<file path="src/rtl/trap_ctrl_pkg.sv">
// Shared encodings for the machine-mode trap sequencer: cause codes, mtvec modes,
// FSM states and the kind of event being sequenced.
package trap_ctrl_pkg;

  localparam logic [4:0] MCAUSE_INSTR_MISALIGNED = 5'd0;
  localparam logic [4:0] MCAUSE_ILLEGAL_INSTR    = 5'd2;
  localparam logic [4:0] MCAUSE_BREAKPOINT       = 5'd3;
  localparam logic [4:0] MCAUSE_ECALL_M          = 5'd11;

  localparam logic [4:0] MCAUSE_IRQ_M_SW         = 5'd3;
  localparam logic [4:0] MCAUSE_IRQ_M_TIMER      = 5'd7;
  localparam logic [4:0] MCAUSE_IRQ_M_EXT        = 5'd11;

  localparam logic [1:0] MTVEC_MODE_DIRECT   = 2'b00;
  localparam logic [1:0] MTVEC_MODE_VECTORED = 2'b01;

  typedef enum logic [1:0] {
    ST_IDLE,
    ST_SAVE,
    ST_REDIRECT
  } trap_state_e;

  typedef enum logic [1:0] {
    KIND_NONE,
    KIND_EXC,
    KIND_IRQ,
    KIND_MRET
  } trap_kind_e;

endpackage

</file>
<file path="src/rtl/trap_ctrl_cause_enc.sv">
// Priority encoder for the instruction in WB: picks the single event to sequence
// (exception > mret > interrupt) and produces its mcause/mtval values.
module trap_ctrl_cause_enc
  import trap_ctrl_pkg::*;
#(
  parameter int XLEN         = 32,
  parameter bit MTVAL_ILL_EN = 1'b1
) (
  input  logic            wb_valid,
  input  logic [XLEN-1:0] wb_pc,
  input  logic [XLEN-1:0] wb_instruction,
  input  logic            wb_ill_instr,
  input  logic            wb_exc_instr_addr_misaligned,
  input  logic [XLEN-1:0] wb_exc_addr,
  input  logic            wb_ecall,
  input  logic            wb_ebreak,
  input  logic            wb_mret,
  input  logic            irq_ext,
  input  logic            irq_sw,
  input  logic            irq_timer,
  input  logic            mstatus_mie,
  output logic            evt_valid,
  output trap_kind_e      evt_kind,
  output logic [XLEN-1:0] evt_cause,
  output logic [XLEN-1:0] evt_tval
);

  function automatic logic [XLEN-1:0] exc_cause(input logic [4:0] code);
    return {{(XLEN-5){1'b0}}, code};
  endfunction

  function automatic logic [XLEN-1:0] irq_cause(input logic [4:0] code);
    return {1'b1, {(XLEN-6){1'b0}}, code};
  endfunction

  always_comb begin
    // NOTE: every output gets a default first so no path through the if-chain infers a latch.
    evt_kind  = KIND_NONE;
    evt_cause = '0;
    evt_tval  = '0;
    if (wb_valid) begin
      if (wb_exc_instr_addr_misaligned) begin
        evt_kind  = KIND_EXC;
        evt_cause = exc_cause(MCAUSE_INSTR_MISALIGNED);
        evt_tval  = wb_exc_addr;
      end else if (wb_ill_instr) begin
        evt_kind  = KIND_EXC;
        evt_cause = exc_cause(MCAUSE_ILLEGAL_INSTR);
        evt_tval  = MTVAL_ILL_EN ? wb_instruction : '0;
      end else if (wb_ebreak) begin
        evt_kind  = KIND_EXC;
        evt_cause = exc_cause(MCAUSE_BREAKPOINT);
        evt_tval  = wb_pc;
      end else if (wb_ecall) begin
        evt_kind  = KIND_EXC;
        evt_cause = exc_cause(MCAUSE_ECALL_M);
      end else if (wb_mret) begin
        evt_kind  = KIND_MRET;
      end else if (mstatus_mie && (irq_ext || irq_sw || irq_timer)) begin
        // An exception or mret in WB defers the interrupt; it is still pending next time.
        evt_kind  = KIND_IRQ;
        evt_cause = irq_ext ? irq_cause(MCAUSE_IRQ_M_EXT) :
                    irq_sw  ? irq_cause(MCAUSE_IRQ_M_SW)  :
                              irq_cause(MCAUSE_IRQ_M_TIMER);
      end
    end
    evt_valid = (evt_kind != KIND_NONE);
  end

endmodule

</file>
<file path="src/rtl/trap_ctrl.sv">
// Machine-mode trap sequencer in WB: detects a trap or mret, drives the CSR update,
// flushes/stalls the pipeline and redirects fetch two cycles after detection.
module trap_ctrl
  import trap_ctrl_pkg::*;
#(
  parameter int XLEN         = 32,
  parameter bit MTVAL_ILL_EN = 1'b1
) (
  input  logic            clk,
  input  logic            rst,
  input  logic            wb_valid,
  input  logic [XLEN-1:0] wb_pc,
  input  logic [XLEN-1:0] wb_instruction,
  input  logic            wb_ill_instr,
  input  logic            wb_exc_instr_addr_misaligned,
  input  logic [XLEN-1:0] wb_exc_addr,
  input  logic            wb_ecall,
  input  logic            wb_ebreak,
  input  logic            wb_mret,
  input  logic            irq_ext,
  input  logic            irq_sw,
  input  logic            irq_timer,
  input  logic            mstatus_mie,
  input  logic            mstatus_mpie,
  input  logic [XLEN-1:0] mtvec,
  input  logic [XLEN-1:0] mepc,
  output logic            csr_trap_wen,
  output logic            csr_mret_wen,
  output logic [XLEN-1:0] trap_mepc,
  output logic [XLEN-1:0] trap_mcause,
  output logic [XLEN-1:0] trap_mtval,
  output logic            wb_kill,
  output logic            trap_flush,
  output logic            trap_stall,
  output logic            pc_redirect,
  output logic [XLEN-1:0] pc_target
);

  trap_state_e     state;
  trap_kind_e      kind_q;
  logic            flush_q;
  logic            detect;
  logic            evt_valid;
  trap_kind_e      evt_kind;
  logic [XLEN-1:0] evt_cause;
  logic [XLEN-1:0] evt_tval;
  logic [XLEN-1:0] tvec_base;
  logic            unused_mpie;

  // The CSR file applies mpie<=mie itself; this block never needs the old mpie.
  assign unused_mpie = mstatus_mpie;

  trap_ctrl_cause_enc #(
    .XLEN         (XLEN),
    .MTVAL_ILL_EN (MTVAL_ILL_EN)
  ) u_cause_enc (
    .wb_valid                     (wb_valid),
    .wb_pc                        (wb_pc),
    .wb_instruction               (wb_instruction),
    .wb_ill_instr                 (wb_ill_instr),
    .wb_exc_instr_addr_misaligned (wb_exc_instr_addr_misaligned),
    .wb_exc_addr                  (wb_exc_addr),
    .wb_ecall                     (wb_ecall),
    .wb_ebreak                    (wb_ebreak),
    .wb_mret                      (wb_mret),
    .irq_ext                      (irq_ext),
    .irq_sw                       (irq_sw),
    .irq_timer                    (irq_timer),
    .mstatus_mie                  (mstatus_mie),
    .evt_valid                    (evt_valid),
    .evt_kind                     (evt_kind),
    .evt_cause                    (evt_cause),
    .evt_tval                     (evt_tval)
  );

  // Detection is combinational in cycle N; gating with rst keeps every output low during reset.
  assign detect     = rst && (state == ST_IDLE) && evt_valid;
  assign wb_kill    = detect && (evt_kind != KIND_MRET);
  assign trap_flush = detect || flush_q;

  always_ff @(posedge clk or negedge rst) begin
    // NOTE: sequential state uses non-blocking assignments so every register samples pre-edge values.
    if (!rst) begin
      state        <= ST_IDLE;
      kind_q       <= KIND_NONE;
      trap_mepc    <= '0;
      trap_mcause  <= '0;
      trap_mtval   <= '0;
      csr_trap_wen <= 1'b0;
      csr_mret_wen <= 1'b0;
      trap_stall   <= 1'b0;
      pc_redirect  <= 1'b0;
      flush_q      <= 1'b0;
    end else begin
      case (state)
        ST_IDLE: begin
          if (detect) begin
            state        <= ST_SAVE;
            kind_q       <= evt_kind;
            trap_mepc    <= wb_pc;
            trap_mcause  <= evt_cause;
            trap_mtval   <= evt_tval;
            csr_trap_wen <= (evt_kind != KIND_MRET);
            csr_mret_wen <= (evt_kind == KIND_MRET);
            trap_stall   <= 1'b1;
            flush_q      <= 1'b1;
          end
        end
        ST_SAVE: begin
          state        <= ST_REDIRECT;
          csr_trap_wen <= 1'b0;
          csr_mret_wen <= 1'b0;
          trap_stall   <= 1'b0;
          pc_redirect  <= 1'b1;
        end
        ST_REDIRECT: begin
          state       <= ST_IDLE;
          pc_redirect <= 1'b0;
          flush_q     <= 1'b0;
        end
        default: state <= ST_IDLE;
      endcase
    end
  end

  // mtvec/mepc are read live in REDIRECT so a CSR write made in SAVE is already visible.
  always_comb begin
    tvec_base = {mtvec[XLEN-1:2], 2'b00};
    pc_target = '0;
    if (pc_redirect) begin
      if (kind_q == KIND_MRET)
        pc_target = mepc;
      else if ((mtvec[1:0] == MTVEC_MODE_VECTORED) && (kind_q == KIND_IRQ))
        pc_target = tvec_base + {{(XLEN-7){1'b0}}, trap_mcause[4:0], 2'b00};
      else
        pc_target = tvec_base;
    end
  end

endmodule
</file>
<file path="config.mk">
export PLATFORM = sky130hd
export DESIGN_NAME = trap_ctrl
export DESIGN_NICKNAME = d
export VERILOG_FILES = /design/src/rtl/trap_ctrl_pkg.sv /design/src/rtl/trap_ctrl_cause_enc.sv /design/src/rtl/trap_ctrl.sv
export SDC_FILE = /design/constraint.sdc
export NUM_CORES = 1
export LEC_CHECK = 0
export BUFFER_PORTS_ARGS = -buffer_cell sky130_fd_sc_hd__buf_2
export CORE_AREA = 2 2 120 122
export CTS_CLUSTER_SIZE = 25
export DETAILED_ROUTE_END_ITERATION = 6
export DIE_AREA = 0 0 122 124
export PLACE_DENSITY = 0.73
export SYNTH_ARGS = -nofsm -noshare
export SYNTH_HDL_FRONTEND = slang
export SYNTH_SLANG_ARGS = --single-unit
</file>
<file path="constraint.sdc">
create_clock -name clk -period 2.8 [get_ports clk]
set_input_delay 0.14 -clock clk [delete_from_list [all_inputs] [get_ports clk]]
set_output_delay 0.14 -clock clk [all_outputs]
set_load 0.05 [all_outputs]
</file>
==> out/qor_table.md <==
| Result | Value |
|:---|:---|
| Fraction of the yosys area taken by sequential cells | 39.0% |
| Fmax achieved | 368 MHz |
| Share of the synthesized area in the top cell type | 39.0% |
| Most used cell, CP | buf_6 |
| Kind of cell adding the most delay to the critical path | simple AND/OR/NAND/NOR gates |
| Number of clock sinks | 78 |
| Cell at the slowest stage of the critical path | or4_4 |
| Post-layout minimum cycle time | 2.71 ns |
| Clock root buffer master | clkbuf_16 |
| Largest voltage drop on the vdd net | 0.000681 V |
| Result of the run | finished, final reports clean |
| Relative slew slack | 31.9% |
| Setup clock skew after layout | 0.00779 ns |
| Vias after detailed routing | 5,303 |
| First-pass iteration count of the detailed router | 5 |
| First-pass GRT wire length | 26.0 mm |
| Number of hold violations in the final report | 0 |
| Depth of the worst register-to-register path | 7 |
| Maximum capacitance violations | 0 |
| FF+latch count, synth | 78 |
| Post-DR wirelength/cell | 17.2 um |
| Register-to-Register Setup Slack | 0.75 ns |
| Combined buffer and inverter count along the critical path | 2 |
| Worst Hold End | trap_mepc[2] |
| Final core area utilization | 52.9% |
| Ratio of cells with drive above 1 in the final layout | 46.8% |
| Yosys top cell by area | dfrtp_1 |
| Worst path arrival time | 2.57 ns |
| Drt first-iter violations | 289 |
| Initial cell density of the core | 36.5% |
| Hold Path Class | input pin to flip-flop |
| Syn-to-layout area delta | 45.1% |
| Slowest cell delay on critical path | 0.54 ns |
| Number of instances in the synthesized netlist | 575 |
| Worst flop-to-flop path startpoint | state[0] |
| Post-synthesis async set-or-reset flop share | 100% |
| Gr ovfl total | 0 |
| All-Layer GR Usage | 22.2% |
| Dominant synthesized flop cell | dfrtp_1 |
| Post-layout instance count excluding filler cells | 1,034 |
| Type of element capturing the critical path | output port |
| Routability congestion estimate | 0.882 |
| Dpl hpwl | 13.6 mm |
| Instance count after placement with tap cells included | 1,011 |
| Hold Path Depth | 2 |
| Largest cells by area after synthesis | dfrtp_1, mux2_2, a21oi_1 |
| Reg-to-reg endpoint | trap_mepc[13] |
| Site Rows | 43 |
| Most common cell in the synthesized netlist | dfrtp_1 |
| CTS H-tree lvls | 3 |
| Post-detailed-route DRC marker count | 0 |
| Core region area | 13,700 um2 |
| Final total negative setup slack | 0 ns |
| Max-slew violation count | 0 |
| Synthesized area | 5000 um2 |
| CTS buffer count | 9 |
| Cell-by-cell listing of the critical path | nand4bb_4, buf_6, or4_4, or3_4, a311oi_4, buf_6 |
| Required time of the worst setup path | 2.66 ns |
| Power Dens Cells | 1030 nW/um2 |
| Buffers on Ports | 278 |
| Netlist cell types | 58 |
| Final setup vio count | 0 |
| Flip-flop and latch area | 1950 um2 |
| Routed WL | 17.7 mm |
| Part of the cycle the worst path needs | 96.9% |
| Critical path fanouts, max | 5 |
| Number of vias per cell after detailed routing | 5.13 |
| Leakage dissipation | 3.54 nW |
| Largest net degree at the start of global routing | 80 |
| Initial antenna violation count | 1 |
| Area of the multi-input gates | 3060 um2 |
| Clock-pin slew on the worst setup and hold paths | 0.06 ns |
| Area of the die | 15,100 um2 |
| Crit path launch type | flip-flop |
| Clock insertion delay at the later pin of the skew report | 0.34 ns |
| Vertical die dimension | 124 um |
| Width of the die | 122 um |
| Synth top cells by count | dfrtp_1, nand2_1, a21oi_1, o21ai_0, nor2_1 |
| Post-synth EDFFs | 0 |
| # IOs | 307 |
| Kind of critical path | flip-flop to output port |
| Yosys warns | 0 |
| Worst slew pin tran | 1.02 ns |
| Max clock buf depth | 2 |
| Number of inserted filler cells in the final layout | 1,302 |
| Beginning of the worst hold path | wb_pc[2] |
| Vias in the first global route | 5,070 |
| Per-instance average area after synthesis | 8.70 um2 |
| Antenna violation net count after detailed routing | 0 |
| Total Nets Final | 1,030 |
| CTS tree | yes |
-- per-layer routing --
metal  vias to the layer above  GRT usage, %  part of all wire, %
met5                         -             0                    0
met4                         0          6.90                  1.8
met3                        23          6.59                  9.1
met2                       248          41.1                   52
met1                      2477          24.6                   37
li1                       2555             -                    -
-- flip-flops by register name, summed over array words and instances, names as in the netlist --
register / cells
trap_mepc: 32
csr_trap_wen: 1
trap_stall: 1
kind_q: 2
csr_mret_wen: 1
pc_redirect: 1
state: 2
trap_mcause: 5
flush_q: 1
trap_mtval: 32
-- per-stage QoR --
stage	cell area, um2	worst slack [ns]	power [W]	hold WS, ns
finish	7260	0.0858	0.00745	0.0424
global route	7260	-0.0169	0.00782	0.0434
CTS	7040	-0.00163	0.00744	0.0346
detailed placement	6660	0.0889	0.00628	0.392
global placement	6660	0.150	0.00623	0.388
floorplan	5240	0.00557	0.00518	-0.156
-- where the power goes --
group          internal [W]  switching [W]
logic               0.00115        0.00329
registers           0.00165       0.000277
clock network      0.000601       0.000483
-- worst max path at each step --
stage	to	from	cells past startpoint
floorplan	pc_target[24]	trap_mcause[1]	8
global placement	pc_target[26]	trap_mcause[0]	10
detailed placement	pc_target[22]	trap_mcause[0]	10
CTS	pc_target[26]	trap_mcause[0]	10
global route	pc_target[29]	kind_q[0]	8
finish	pc_target[14]	kind_q[0]	6
-- worst reg2reg max path: stages, from the launching register on --
cell and delay [ns]:
dfrtp_1 0.35, inv_1 0.09, ha_1 0.23, and2_1 0.15, nand2_1 0.14, or2_4 0.37
buf_12 0.24, mux2_2 0.36
-- area by class of cell --
cell class | count | area share [%]
clock inverter | 7 | 0.673
timing repair buffer | 300 | 23.2
multi-input combinational | 444 | 42.2
clock buffer | 9 | 3.10
inverter | 15 | 0.776
tap | 180 | 3.10
sequential | 78 | 26.9
antenna | 1 | 0.0345
-- repair_timing --
item,CTS,global route
hold buffers,0,0
resized for setup,22,38
hold endpoints to repair,0,0
cloned,0,1
setup buffers,1,4
setup endpoints to repair,17,21
pin swaps,2,6
-- logic make-up after synthesis --
logic type	Yosys count	synth area share (%)
buf+inv	80	8.38
mux	34	7.61
compound gates	187	22.2
flops	78	39.0
simple gates	167	17.0
fa+ha+maj	9	2.40
other cells	1	0.0750
xor+xnor	19	3.33
-- placed cells by master, fill, tap and decap left out, types with 3 or more instances in the layout --
master and count:
nor4_2 3, xnor2_1 11, nand2_1 62, xnor2_2 3, and3_1 3, conb_1 27, a21oi_1 47, a21o_1 3
xor2_1 4, a31oi_2 4, a22oi_1 33, o21ai_1 10, mux2_2 32, clkbuf_16 9, nand3_1 11, ha_1 5
buf_2 258, clkinv_2 3, or4_1 3, nor2b_1 3, nor4_4 4, nor3_2 3, buf_4 24, nand4_1 5
buf_12 3, dfrtp_1 77, buf_6 11, clkbuf_4 4, nor2_1 42, a21oi_4 3, or4_4 3, a21oi_2 5
inv_1 15, o21ai_0 55
Note: power is estimated with default switching activity, not from simulation.
